$ cat config.mk
export PLATFORM = sky130hd
export DESIGN_NAME = mcu_bus_transmitter_flat
export DESIGN_NICKNAME = d
export VERILOG_FILES = /design/src/rtl/msgpu_bus_pkg.sv /design/src/rtl/mcu_bus_transmitter_if.sv /design/src/rtl/mcu_bus_tx_fifo.sv /design/src/rtl/mcu_bus_transmitter.sv /design/src/flat_wrapper.sv
export SDC_FILE = /design/constraint.sdc
export NUM_CORES = 1
export LEC_CHECK = 0
export CAP_MARGIN = 20
export CELL_PAD_IN_SITES_DETAIL_PLACEMENT = 1
export CELL_PAD_IN_SITES_GLOBAL_PLACEMENT = 1
export CORE_ASPECT_RATIO = 1.4
export CORE_MARGIN = 2
export CORE_UTILIZATION = 29
export DETAILED_ROUTE_END_ITERATION = 10
export DONT_BUFFER_PORTS = 1
export PLACE_DENSITY = 0.59
export SETUP_SLACK_MARGIN = 0.15
export SYNTH_ARGS = -nofsm -noshare
export SYNTH_HDL_FRONTEND = slang
export SYNTH_HIERARCHICAL = 1
export SYNTH_SLANG_ARGS = --single-unit
$ cat constraint.sdc
create_clock -name system_clock -period 3.4 [get_ports system_clock]
set_input_delay 0.68 -clock system_clock [delete_from_list [all_inputs] [get_ports system_clock]]
set_output_delay 0.68 -clock system_clock [all_outputs]
set_load 0.005 [all_outputs]
$ cat src/rtl/msgpu_bus_pkg.sv
// msgpu_bus_pkg: shared encodings, bus word type and transmitter FSM states for the MCU bus.
//   MCU_BUS_COMMAND / MCU_BUS_DATA : command_data line levels
//   mcu_bus_word_t                 : buffered entry {is_command, data[7:0]}
//   mcu_bus_tx_state_t             : transmitter FSM states
package msgpu_bus_pkg;
   localparam logic MCU_BUS_COMMAND = 1'b1;
   localparam logic MCU_BUS_DATA    = 1'b0;
   typedef struct packed {
      logic       is_command;
      logic [7:0] data;
   } mcu_bus_word_t;
   typedef enum logic [1:0] {TX_IDLE, TX_SETUP, TX_HIGH} mcu_bus_tx_state_t;
   function automatic logic command_data_level(input mcu_bus_word_t w);
      return w.is_command ? MCU_BUS_COMMAND : MCU_BUS_DATA;
   endfunction
endpackage

$ cat src/rtl/mcu_bus_transmitter_if.sv
// mcu_bus_transmitter_if: byte stream in, parallel MCU bus out.
//   in_valid/in_ready/in_byte/in_is_command : upstream byte stream
//   busy                                    : byte buffered or on the bus
//   mcu_bus_clock/mcu_bus/mcu_bus_command_data : bus strobe, data and command flag
//   master : byte producer view; slave : transmitter view
interface mcu_bus_transmitter_if;
   logic       in_valid;
   logic       in_ready;
   logic [7:0] in_byte;
   logic       in_is_command;
   logic       busy;
   logic       mcu_bus_clock;
   logic [7:0] mcu_bus;
   logic       mcu_bus_command_data;
   modport master (
      output in_valid, in_byte, in_is_command,
      input  in_ready, busy, mcu_bus_clock, mcu_bus, mcu_bus_command_data
   );
   modport slave (
      input  in_valid, in_byte, in_is_command,
      output in_ready, busy, mcu_bus_clock, mcu_bus, mcu_bus_command_data
   );
endinterface

$ cat src/rtl/mcu_bus_tx_fifo.sv
// mcu_bus_tx_fifo: synchronous power-of-two FIFO of bus words with extra-MSB pointers.
//   clk, rst        : clock, synchronous active-high reset
//   push/wdata      : write port (caller guarantees not full)
//   pop/rdata/avail : read port; rdata is the head, valid while avail
//   full_next       : full flag for the next cycle (caller registers it)
//   any_next        : non-empty flag for the next cycle
module mcu_bus_tx_fifo
   import msgpu_bus_pkg::*;
#(
   parameter int DEPTH = 16
) (
   input  logic          clk,
   input  logic          rst,
   input  logic          push,
   input  logic          pop,
   input  mcu_bus_word_t wdata,
   output mcu_bus_word_t rdata,
   output logic          avail,
   output logic          full_next,
   output logic          any_next
);
   localparam int AW = $clog2(DEPTH);
   mcu_bus_word_t mem [DEPTH];
   logic [AW:0] wr, rd, wr_seen, wr_n, rd_n;
   assign wr_n      = wr + {{AW{1'b0}}, push};
   assign rd_n      = rd + {{AW{1'b0}}, pop};
   assign full_next = (wr_n ^ rd_n) == {1'b1, {AW{1'b0}}};
   assign any_next  = wr_n != rd_n;
   // The reader compares against a one-cycle-old write pointer, so a written
   // entry becomes poppable one cycle after the write that stored it.
   assign avail     = wr_seen != rd;
   assign rdata     = mem[rd[AW-1:0]];
   always_ff @(posedge clk) begin
      if (rst) begin
         wr      <= '0;
         rd      <= '0;
         wr_seen <= '0;
      end else begin
         wr      <= wr_n;
         rd      <= rd_n;
         wr_seen <= wr;
      end
      if (push) mem[wr[AW-1:0]] <= wdata;
   end
endmodule

$ cat src/rtl/mcu_bus_transmitter.sv
// mcu_bus_transmitter: buffers command/data bytes and serialises them onto the MCU bus.
//   system_clock, reset : clock, synchronous active-high reset
//   bus (slave)         : byte stream in, busy, mcu_bus_clock/mcu_bus/mcu_bus_command_data out
//   CLOCK_DIV           : system clocks per bus-clock half period (1..255)
//   FIFO_DEPTH          : input FIFO depth, power of two >= 2
// Define MCU_BUS_TX_FIFO_EN for a FIFO_DEPTH-entry input FIFO; otherwise a
// single holding register buffers one byte.
module mcu_bus_transmitter
   import msgpu_bus_pkg::*;
#(
   parameter int CLOCK_DIV  = 4,
   parameter int FIFO_DEPTH = 16
) (
   input logic                  system_clock,
   input logic                  reset,
   mcu_bus_transmitter_if.slave bus
);
   localparam int CW = $clog2(CLOCK_DIV + 1);
   localparam logic [CW-1:0] LAST = CW'(CLOCK_DIV - 1);

   if (CLOCK_DIV < 1 || CLOCK_DIV > 255 || FIFO_DEPTH < 2 ||
       (FIFO_DEPTH & (FIFO_DEPTH - 1)) != 0) begin : g_bad_params
      $error("mcu_bus_transmitter: illegal CLOCK_DIV or FIFO_DEPTH");
   end

   mcu_bus_word_t     in_word, head;
   mcu_bus_tx_state_t state, state_n;
   logic [CW-1:0]     cnt, cnt_n;
   logic [7:0]        data, data_n;
   logic              push, pop, avail, full_next, any_next, done;
   logic              strobe, clk_n, cd, cd_n, ready, busy;

   assign in_word = {bus.in_is_command, bus.in_byte};
   assign push    = bus.in_valid & ready;
   assign done    = cnt == LAST;

`ifdef MCU_BUS_TX_FIFO_EN
   mcu_bus_tx_fifo #(.DEPTH(FIFO_DEPTH)) u_fifo (
      .clk       (system_clock),
      .rst       (reset),
      .push      (push),
      .pop       (pop),
      .wdata     (in_word),
      .rdata     (head),
      .avail     (avail),
      .full_next (full_next),
      .any_next  (any_next)
   );
`else
   mcu_bus_word_t hold;
   logic          hold_valid;
   // push implies the register was empty, so it can never coincide with a pop
   assign full_next = push | (hold_valid & ~pop);
   assign any_next  = full_next;
   assign head      = hold;
   assign avail     = hold_valid;
   always_ff @(posedge system_clock) begin
      if (reset) hold_valid <= 1'b0;
      else       hold_valid <= full_next;
      if (push) hold <= in_word;
   end
`endif

   always_comb begin
      state_n = state;
      cnt_n   = done ? '0 : cnt + 1'b1;
      clk_n   = strobe;
      data_n  = data;
      cd_n    = cd;
      pop     = 1'b0;
      case (state)
         TX_IDLE: begin
            cnt_n = '0;
            pop   = avail;
         end
         TX_SETUP: if (done) begin
            state_n = TX_HIGH;
            clk_n   = 1'b1;
         end
         default: if (done) begin
            state_n = TX_IDLE;
            clk_n   = 1'b0;
            pop     = avail;
         end
      endcase
      // A pop always starts a fresh setup phase with the new byte on the bus.
      if (pop) begin
         state_n = TX_SETUP;
         cnt_n   = '0;
         data_n  = head.data;
         cd_n    = command_data_level(head);
      end
   end

   always_ff @(posedge system_clock) begin
      if (reset) begin
         state  <= TX_IDLE;
         cnt    <= '0;
         strobe <= 1'b0;
         data   <= 8'h00;
         cd     <= MCU_BUS_DATA;
         busy   <= 1'b0;
         ready  <= 1'b1;
      end else begin
         state  <= state_n;
         cnt    <= cnt_n;
         strobe <= clk_n;
         data   <= data_n;
         cd     <= cd_n;
         busy   <= any_next | (state_n != TX_IDLE);
         ready  <= ~full_next;
      end
   end

   assign bus.in_ready             = ready;
   assign bus.busy                 = busy;
   assign bus.mcu_bus_clock        = strobe;
   assign bus.mcu_bus              = data;
   assign bus.mcu_bus_command_data = cd;
endmodule

$ cat src/flat_wrapper.sv
// flat-port wrapper written by rule: the top's interface ports become plain ports
module mcu_bus_transmitter_flat import msgpu_bus_pkg::*;
#(
   parameter int CLOCK_DIV  = 4,
   parameter int FIFO_DEPTH = 16
)
  (system_clock, reset, bus_in_valid, bus_in_byte, bus_in_is_command, bus_in_ready, bus_busy, bus_mcu_bus_clock, bus_mcu_bus, bus_mcu_bus_command_data);
  mcu_bus_transmitter_if bus_i ();
  input logic system_clock;
  input logic reset;
  input wire logic [$bits(bus_i.in_valid)-1:0] bus_in_valid;
  input wire logic [$bits(bus_i.in_byte)-1:0] bus_in_byte;
  input wire logic [$bits(bus_i.in_is_command)-1:0] bus_in_is_command;
  output wire logic [$bits(bus_i.in_ready)-1:0] bus_in_ready;
  output wire logic [$bits(bus_i.busy)-1:0] bus_busy;
  output wire logic [$bits(bus_i.mcu_bus_clock)-1:0] bus_mcu_bus_clock;
  output wire logic [$bits(bus_i.mcu_bus)-1:0] bus_mcu_bus;
  output wire logic [$bits(bus_i.mcu_bus_command_data)-1:0] bus_mcu_bus_command_data;
  assign bus_i.in_valid = bus_in_valid;
  assign bus_i.in_byte = bus_in_byte;
  assign bus_i.in_is_command = bus_in_is_command;
  assign bus_in_ready = bus_i.in_ready;
  assign bus_busy = bus_i.busy;
  assign bus_mcu_bus_clock = bus_i.mcu_bus_clock;
  assign bus_mcu_bus = bus_i.mcu_bus;
  assign bus_mcu_bus_command_data = bus_i.mcu_bus_command_data;
  mcu_bus_transmitter #(.CLOCK_DIV(CLOCK_DIV), .FIFO_DEPTH(FIFO_DEPTH)) u_core (.system_clock(system_clock), .reset(reset), .bus(bus_i));
endmodule
* Word-level counts from Yosys, hierarchy flattened
Index checks and enable logic that the tools add are counted.
Cells by class: $add $sub $neg 1, $mul 0, divide/modulo/power cells 0, order comparisons 0, equal/unequal tests 2, shift-type cells 0, muxes and demuxes 10, bitwise operators 7, reductions and logical operators 4
Operators by type and width (count):
- $mux W2 | 3
- $mux W1 | 4
- $pmux W1 S2 | 2
- $pmux W2 S2 | 1
- $reduce_or A4 Y1 | 1
- $add A3 B1 Y3 const B | 1
- $eq A3 B2 Y1 const B | 1
- $not A1 Y1 | 3
- $and A1 B1 Y1 | 2
- $eq A2 B1 Y1 const B | 1
- $logic_not A2 Y1 | 1
- $or A1 B1 Y1 | 2
- $reduce_and A2 Y1 | 1
- $reduce_bool A2 Y1 | 1
Word-level totals: register bits 27, latch bits 0, RAM bits 0, bits in read-only memories 0, input port bits 12, output and inout port bits 12, logic and storage cells 34, memories kept 0

* Longest topological paths before layout
Gate-level depths: netlist of run 1.
word-level depth 7, gate-level depth with buffers 6, depth with buffers taken out 5

* Worst setup path before layout of run 1
No wires, ideal clock.
path kind register -> register, from reg u_core.cnt[0], to reg u_core.data[0], in the netlist u_core/bus.mcu_bus[0], setup time 0.118 ns, arrival time 1.270 ns, required time 3.282 ns, path slack 2.012 ns, cell stages (with the launch flop) 7, buffers on the path 1, period minus slack after synthesis 1.388 ns, cell sequence dfxtp_1 -> ha_1 -> ha_1 -> nand2b_4 -> and3_4 -> buf_12 -> mux2i_1
On the way: word-level cells in the longest chain between the ends 3
Ends and longest elaborated chain:
- from (decl) | RTL line mcu_bus_transmitter.sv:28 | logic [CW-1:0] cnt, cnt_n;
- from (signal assigned) | RTL line mcu_bus_transmitter.sv:106 | cnt <= cnt_n;
- $eq A3 B2 Y1 | RTL line mcu_bus_transmitter.sv:35 | assign done = cnt == LAST;
- $mux W1 | RTL line mcu_bus_transmitter.sv:80 | default: if (done) begin
- $pmux W1 S2 | RTL line mcu_bus_transmitter.sv:71 | case (state)
- to (signal assigned) | RTL line mcu_bus_transmitter.sv:108 | data <= data_n;
- to (decl) | RTL line mcu_bus_transmitter.sv:29 | logic [7:0] data, data_n;
Every way passes these cells. A chain may end at the register's enable or synchronous reset.

* Worst setup path in the final report of run 1
from reg u_core.cnt[0], to reg u_core.data[3], in the netlist u_core/bus.mcu_bus[3]
The elaborated chain is that of the path after synthesis.

==> impl_metrics.json, run 1 <==
{
  "crit_fanout": 11,
  "drcViolationCount": 0,
  "wire_per_inst_um": 13.8,
  "cts_made_buffers": 3,
  "rows": 25,
  "clk_latency_ns": 0.27,
  "top_level_ports": 24,
  "crit_slowest_cell": "dfxtp_1",
  "hold_ws_ns": 0.422,
  "cts_resized": 0,
  "power.total_w": 0.000600,
  "vdd_drop_max_uv": 210,
  "clk_path_buf_depth": 2,
  "n_antenna_cell": 0,
  "grt_setup_unrepaired": "false",
  "crit_path_start_kind": "flip-flop",
  "synthCells": 83,
  "grt_pass1_vias": 559,
  "drt_iter0_markers": 4,
  "vias_per_cell": 4.60,
  "synth_top_area_frac": 0.349,
  "routed_wl_um": 1720,
  "setup_tns_ns": 0,
  "cap_viol_max_count": 0,
  "core_area_um2": 3410,
  "crit_required_ns": 3.60,
  "setup_viol": 0,
  "antenna_left": 0,
  "hp-class": "reg2reg",
  "finish.utilization": 0.323,
  "fp.dieW_um": 54.5,
  "drv_slew": 0,
  "dr.pass1.iters": 4,
  "grt_max_degree": 27,
  "end_kind": "flip-flop",
  "vias": 571,
  "ctsHoldBuffers": 0,
  "cts_tree": "yes",
  "finalHoldViolations": 0,
  "grt_pass1_wl_um": 2520,
  "antenna_found_initial": 0,
  "crit_arrival_ns": 1.68,
  "path_common_cell": "ha_1",
  "start_util": 0.303,
  "fill_cells": 375,
  "tightest_slew_ns": 0.383,
  "power.leakage_nw": 0.388,
  "synth_area_leader_cell": "dfxtp_1",
  "synth-warning-count": 6,
  "ys_seq_area_frac": 0.610,
  "overflow": 0,
  "timing.final.crit_share": 0.437,
  "cts.sinks": 27,
  "drive_above_1_share": 0.0833,
  "die-area_um2": 4060,
  "relSlewSlack": 0.742,
  "fin_crit_ns": 1.49,
  "fp.dieH_um": 74.6,
  "synth.top_cells.by_area": "dfxtp_1 35%, edfxtp_1 26%, nand2b_1 12%",
  "ys_types": 20,
  "syn-num-nets": 97,
  "syn_area_um2": 1030,
  "ys_seq_elements": 27,
  "h-tree-depth": 1,
  "status": "complete, no violations",
  "cts_root_buf": "clkbuf_8",
  "cts_setup_buffers": 0,
  "fin_skew_ns": 0.00436,
  "final_nets": 99,
  "critPathKind": "reg2reg",
  "grt_usage": 0.0889,
  "fmax_mhz": 673,
  "syn_avg_cell_area_um2": 12.5,
  "portBuffers": 0,
  "fin_area_um2": 1100,
  "dpl.hpwl_um": 1250,
  "gp_congestion": 0.662,
  "cts.reportedPaths.clkPinSlew_ns": 0.09,
  "area_growth_pct": 6.66,
  "power.density_nw_per_um2": 545,
  "placed_cell_area_um2": 1060,
  "max_stage_delay_ns": 0.34,
  "cp_cell_sequence": "ha_1, ha_1, nand2b_4, and3_4, mux2i_1"
}
[worst paths after layout]
| path | startpoint | end | slack, ns | cells after the start |
|---|---|---|---|---|
| worst max register to register | u_core/cnt[0]$_SDFF_PP0_ | u_core/bus.mcu_bus[3]$_SDFFE_PP0P_ | 1.91 | 5 |
| worst min-delay path | u_core/cnt[0]$_SDFF_PP0_ | u_core/cnt[0]$_SDFF_PP0_ | 0.42 | 1 |
| worst max-delay path | u_core/cnt[0]$_SDFF_PP0_ | u_core/bus.mcu_bus[3]$_SDFFE_PP0P_ | 1.91 | 5 |
| worst min register to register | u_core/cnt[0]$_SDFF_PP0_ | u_core/cnt[0]$_SDFF_PP0_ | 0.42 | 1 |
[area by class of cell]
class / count / area [um^2] / share of cell area
multi-input combinational: 50 / 364 / 0.330
clock buffer: 3 / 41.3 / 0.0375
clock inverter: 1 / 5.00 / 0.00454
sequential: 27 / 631 / 0.572
tap: 40 / 50.0 / 0.0454
inverter: 3 / 11.3 / 0.0102
[metal layers]
layer | up-vias | track usage | share of wire
li1 | 281 | - | -
met1 | 274 | 0.0960 | 0.41
met2 | 14 | 0.139 | 0.49
met3 | 2 | 0.0437 | 0.083
met4 | 0 | 0.0500 | 0.015
met5 | - | 0 | 0
[registers in the layout (all words and copies together) (netlist names)]
signal                           count
u_core/bus.busy                      1
u_core/head                          9
u_core/bus.mcu_bus                   8
u_core/state                         2
u_core/cnt                           3
u_core/bus.in_ready                  1
u_core/bus.mcu_bus_command_data      1
u_core/bus.mcu_bus_clock             1
u_core/avail                         1
[cell usage after synthesis, drive strengths merged]
cell type	instances
nor2	4
inv	3
o21ai	1
nand2	1
nand3b	1
edfxtp	9
a21oi	4
clkbuf	2
and3	1
ha	2
a211oi	1
nand2b	22
dfxtp	18
nand3	1
o22ai	1
mux2i	9
o22a	1
buf	1
a31oi	1
[placed cells by master, fill, tap and decap left out]
master,n
clkinv_2,1
nand2b_1,20
clkbuf_8,3
edfxtp_1,9
mux2i_1,9
o22a_1,1
a211oi_1,1
a31oi_1,1
nand3_1,1
nand2_1,1
and3_4,1
o21ai_0,1
nor2_1,4
inv_1,3
o22ai_1,1
nand2b_4,2
ha_1,2
a21oi_1,4
dfxtp_1,18
nand3b_1,1
[kinds of logic after synthesis]
| family | share of synthesized area |
|---|---|
| multiplexers | 0.0872 |
| flip-flops | 0.610 |
| AND/OR/NAND/NOR | 0.189 |
| AO/OA/AOI/OAI | 0.0521 |
| adder cells (fa/ha/maj) | 0.0242 |
| buffers and inverters | 0.0375 |
[power by group]
| part | leakage [nW] | internal (W) | switching, W |
|---|---|---|---|
| combinational | 0.129 | 0.0000229 | 0.0000237 |
| clock | 0.0255 | 0.0000819 | 0.0000962 |
| sequential | 0.233 | 0.000359 | 0.0000162 |
[through the flow]
step | std cells | setup WS, ns
after floorplan | 83 | 2.01
after global placement | 120 | 1.96
after detailed placement | 120 | 1.91
after CTS | 124 | 1.88
after global routing | 124 | 1.81
final | 124 | 1.91
[worst max-delay path: cells and delay by family, from the launching register on]
| kind | cells | cell delay, ns |
|---|---|---|
| simple gates | 2 | 0.48 |
| mux | 1 | 0.21 |
| fa+ha+maj | 2 | 0.39 |
| flops | 1 | 0.34 |
Note: power is estimated with default switching activity, not from simulation.
==> run 2: changes to the inputs <==
Clock period 3.4 ns to 1.38 ns, I/O delays scaled along.
==> impl_metrics.json, run 2 (same netlist as run 1, synthesis figures left out) <==
{
  "drv_slew": 0,
  "placed_cell_area_um2": 1080,
  "final_nets": 102,
  "critical_path.top_delay_family": "simple AND/OR/NAND/NOR gates",
  "routed_wl_um": 1880,
  "top_level_ports": 24,
  "gp_congestion": 0.621,
  "crit_fanout": 6,
  "tightest_slew_ns": 0.362,
  "dr.pass1.iters": 3,
  "clk_latency_ns": 0.27,
  "drcViolationCount": 0,
  "critPathKind": "reg2reg",
  "setup_viol": 0,
  "fin_crit_ns": 1.26,
  "finish.utilization": 0.340,
  "fmax_mhz": 795,
  "area_growth_pct": 12.1,
  "finalHoldViolations": 0,
  "cts.sinks": 27,
  "dpl.hpwl_um": 1280,
  "die-area_um2": 4060,
  "grt_pass1_wl_um": 2920,
  "clk_path_buf_depth": 2,
  "cts_tree": "yes",
  "final_common_cell": "nand2b_1",
  "vias": 595,
  "portBuffers": 0,
  "fin_ws_ns": 0.122,
  "relSlewSlack": 0.756,
  "final_cell_mix": "20 x nand2b_1, 16 x dfxtp_1, 9 x mux2i_1, 9 x edfxtp_1",
  "cap_viol_max_count": 0,
  "status": "complete, no violations",
  "power.leakage_nw": 0.392,
  "h-tree-depth": 1,
  "rows": 25,
  "crit_arrival_ns": 1.46,
  "fin_skew_ns": 0.00275,
  "rrSetupSlack_ns": 0.12,
  "largest_reg_flops": 9,
  "fp.dieW_um": 54.5,
  "fp.dieH_um": 74.6,
  "grt_pass1_vias": 665,
  "fill_cells": 373,
  "vdd_drop_max_uv": 656,
  "drive_above_1_share": 0.161,
  "wire_per_inst_um": 14.8,
  "cts_made_buffers": 3,
  "power.total_w": 0.00150,
  "path_common_cell": "ha_4",
  "cts_root_buf": "clkbuf_8",
  "pre_cts_slack_ns": 0.0136,
  "grt_max_degree": 27,
  "grt_setup_unrepaired": "true",
  "cp.buffers_inverters": 0,
  "crit_path_start_kind": "flip-flop",
  "max_stage_delay_ns": 0.36,
  "crit_required_ns": 1.58,
  "overflow": 0,
  "antenna_found_initial": 0,
  "crit_slowest_cell": "dfxtp_2",
  "vias_per_cell": 4.69,
  "core_area_um2": 3410,
  "antenna_left": 0,
  "setup_tns_ns": 0,
  "fin_area_um2": 1160,
  "start_util": 0.303,
  "cp_cell_sequence": "ha_4, ha_4, nand2b_4, and3_4, mux2i_1",
  "drt_iter0_markers": 8,
  "ctsHoldBuffers": 0,
  "n_antenna_cell": 0,
  "power.density_nw_per_um2": 1290,
  "hp-class": "in2reg",
  "grt_usage": 0.102,
  "timing.final.crit_share": 0.912,
  "end_kind": "flip-flop",
  "cts.reportedPaths.clkPinSlew_ns": 0.09
}
run 2: report_power, final:
part / total [W] / leakage, nW / internal (W) / switching (W)
Combinational: 0.000125 / 0.135 / 0.0000631 / 0.0000617
Clock: 0.000447 / 0.0228 / 0.000207 / 0.000240
Sequential: 0.000929 / 0.234 / 0.000886 / 0.0000426
Total: 0.00150 / 0.392 / 0.00116 / 0.000344
run 2: final cells by class:
class,count,area (um^2),share of cell area
Sequential cell,27,633,0.546
Tap cell,40,50.0,0.0432
Clock buffer,4,45.0,0.0389
Timing Repair Buffer,2,15.0,0.0130
Multi-Input combinational cell,51,400,0.346
Inverter,3,15.0,0.0130
run 2: stage by stage:
step                      hold slack (ns)  cells
after global routing               0.0540    127
after floorplan                     0.375     83
after global placement              0.351    120
after detailed placement            0.353    120
after CTS                          0.0572    127
final                              0.0659    127
run 2: path summary, 6_finish.rpt:
check / from / to / cells after the start
max: u_core/cnt[0]$_SDFF_PP0_ / u_core/bus.mcu_bus[0]$_SDFFE_PP0P_ / 5
min: reset / u_core/state[0]$_SDFF_PP0_ / 1
max reg2reg: u_core/cnt[0]$_SDFF_PP0_ / u_core/bus.mcu_bus[0]$_SDFFE_PP0P_ / 5
min reg2reg: u_core/cnt[0]$_SDFF_PP0_ / u_core/cnt[0]$_SDFF_PP0_ / 1
run 2: timing repair:
action / 4_1_cts / 5_1_grt
resized for setup: 1 / 1
buffers inserted: 2 / 0
endpoints found under the setup margin: 11 / 22
cloned: 1 / 0
pin swaps: 2 / 0
run 2: routing by layer:
metal | global-route usage | vias to the layer above | wire [um]
li1 | - | 293 | -
met3 | 0.0437 | 4 | 189
met5 | 0 | - | 0
met1 | 0.104 | 281 | 720
met4 | 0.0500 | 0 | 33
met2 | 0.174 | 17 | 939
run 2: worst reg2reg max path, delay by kind of cell (launching register included):
family,cells,cell delay (ns)
fa+ha+maj,2,0.25
flops,1,0.36
simple gates,2,0.38
mux,1,0.20
==> run 3: changes to the inputs <==
Settings changed: CAP_MARGIN 20 to unset, SLEW_MARGIN set to 20.
Clock period 1.38 ns to 1.6 ns, I/O delays scaled along.
==> impl_metrics.json, run 3 (same netlist as run 1, synthesis figures left out) <==
{
  "status": "complete, no violations",
  "cap_viol_max_count": 0,
  "fmax_mhz": 731,
  "largest_reg_flops": 9,
  "final_nets": 100,
  "worstHoldEndpoint": "u_core/state[1]$_SDFF_PP0_",
  "vias_per_cell": 4.64,
  "r2r_start": "u_core/cnt[0]$_SDFF_PP0_",
  "hp-class": "in2reg",
  "critPathKind": "reg2reg",
  "final_cell_mix": "20 x nand2b_1, 18 x dfxtp_1, 9 x mux2i_1, 9 x edfxtp_1",
  "reg2reg_depth": 5,
  "cts.sinks": 27,
  "fin_crit_ns": 1.37,
  "setup_viol": 0,
  "hold_ws_ns": 0.113,
  "cts_root_buf": "clkbuf_8",
  "grt_pass1_vias": 627,
  "fin_skew_ns": 0.00432,
  "min_from": "reset",
  "drt_iter0_markers": 2,
  "rows": 25,
  "cts_made_buffers": 3,
  "drv_slew": 0,
  "cts.reportedPaths.clkPinSlew_ns": 0.09,
  "fp.dieH_um": 74.6,
  "h-tree-depth": 1,
  "grt_usage": 0.0997,
  "fp.dieW_um": 54.5,
  "start_util": 0.303,
  "relSlewSlack": 0.743,
  "ctsHoldBuffers": 0,
  "rrSetupSlack_ns": 0.23,
  "finalHoldViolations": 0,
  "dr.pass1.iters": 3,
  "routed_wl_um": 1780,
  "antenna_found_initial": 0,
  "fill_cells": 379,
  "drive_above_1_share": 0.106,
  "grt_max_degree": 27,
  "vias": 580,
  "antenna_left": 0,
  "worstSetupStartpoint": "u_core/cnt[0]$_SDFF_PP0_",
  "tightest_slew_ns": 0.385,
  "crit_required_ns": 1.80,
  "overflow": 0,
  "power.leakage_nw": 0.393,
  "drcViolationCount": 0,
  "cts_setup_buffers": 0,
  "crit_arrival_ns": 1.56,
  "setup_tns_ns": 0,
  "n_antenna_cell": 0,
  "grt_pass1_wl_um": 2820,
  "crit_path_start_kind": "flip-flop",
  "clk_path_buf_depth": 2,
  "clk_latency_ns": 0.27,
  "r2r_end": "u_core/bus.mcu_bus[6]$_SDFFE_PP0P_",
  "wire_per_inst_um": 14.2,
  "grt_setup_unrepaired": "false",
  "vdd_drop_max_uv": 470,
  "crit_fanout": 6,
  "timing.final.crit_share": 0.855,
  "cts_tree": "yes",
  "min_path_cells": 1,
  "top_level_ports": 24,
  "dpl.hpwl_um": 1220,
  "die-area_um2": 4060,
  "final_common_cell": "nand2b_1",
  "power.density_nw_per_um2": 1140,
  "portBuffers": 0,
  "core_area_um2": 3410,
  "gp_congestion": 0.747,
  "area_growth_pct": 8.96,
  "end_kind": "flip-flop"
}
## run 3: cell count changes in the layout (fill, tap and decap cells not counted), sizes merged
| cell | before | now |
|---|---|---|
| buf | 2 | 0 |
| clkinv | 0 | 1 |
| inv | 2 | 3 |
| clkinvlp | 1 | 0 |
| clkbuf | 4 | 3 |
## run 3: power breakdown
part	total (W)	leakage (nW)	internal, W	switching [W]
registers	0.000799	0.233	0.000764	0.0000355
clock network	0.000374	0.0255	0.000174	0.000200
logic	0.000106	0.134	0.0000530	0.0000526
## run 3: through the flow
stage          instance area, um^2  worst slack [ns]  total power, W  cells   util
3_3_place_gp                  1060             0.164        0.000912    120  0.310
2_1_floorplan                 1030             0.212        0.000908     83      -
3_5_place_dp                  1060             0.116        0.000918    120  0.310
5_1_grt                       1130             0.166         0.00134    125  0.330
6_report                      1130             0.232         0.00128    125  0.330
4_1_cts                       1110             0.174         0.00130    125  0.326
## run 3: worst max path at each step
stage | depth (start not counted) | end | slack (ns)
after floorplan | 6 | u_core/bus.mcu_bus[0]$_SDFFE_PP0P_ | 0.21
after global placement | 5 | u_core/bus.mcu_bus[6]$_SDFFE_PP0P_ | 0.16
after detailed placement | 5 | u_core/bus.mcu_bus[4]$_SDFFE_PP0P_ | 0.12
after CTS | 5 | u_core/bus.in_ready$_SDFF_PP1_ | 0.17
after global routing | 5 | u_core/bus.mcu_bus[4]$_SDFFE_PP0P_ | 0.17
final | 5 | u_core/bus.mcu_bus[6]$_SDFFE_PP0P_ | 0.23
## run 3: final cells by class
type | instances | area (um^2) | share of cell area
flip-flops and latches | 27 | 631 | 0.560
multi-input cells | 51 | 388 | 0.344
well taps | 40 | 50.0 | 0.0444
clock buffers | 3 | 41.3 | 0.0367
inverters | 3 | 11.3 | 0.0100
clock inverters | 1 | 5.00 | 0.00444
## run 3: what timing repair did
item	CTS	global route
gates cloned	1	0
gates resized for setup	1	2
endpoints found under the setup margin	11	7
## run 3: critical path, cell delays in order, from the launching register on
cell,delay [ns]
dfxtp_1,0.34
ha_1,0.19
ha_4,0.16
nand2b_4,0.15
and3_4,0.27
mux2i_1,0.19
## run 3: layer usage
layer / share of wire / routed length (um) / global-route usage
met1: 0.41 / 732 / 0.107
met2: 0.48 / 850 / 0.161
met3: 0.097 / 173 / 0.0417
met4: 0.014 / 25 / 0.0583
met5: 0 / 0 / 0
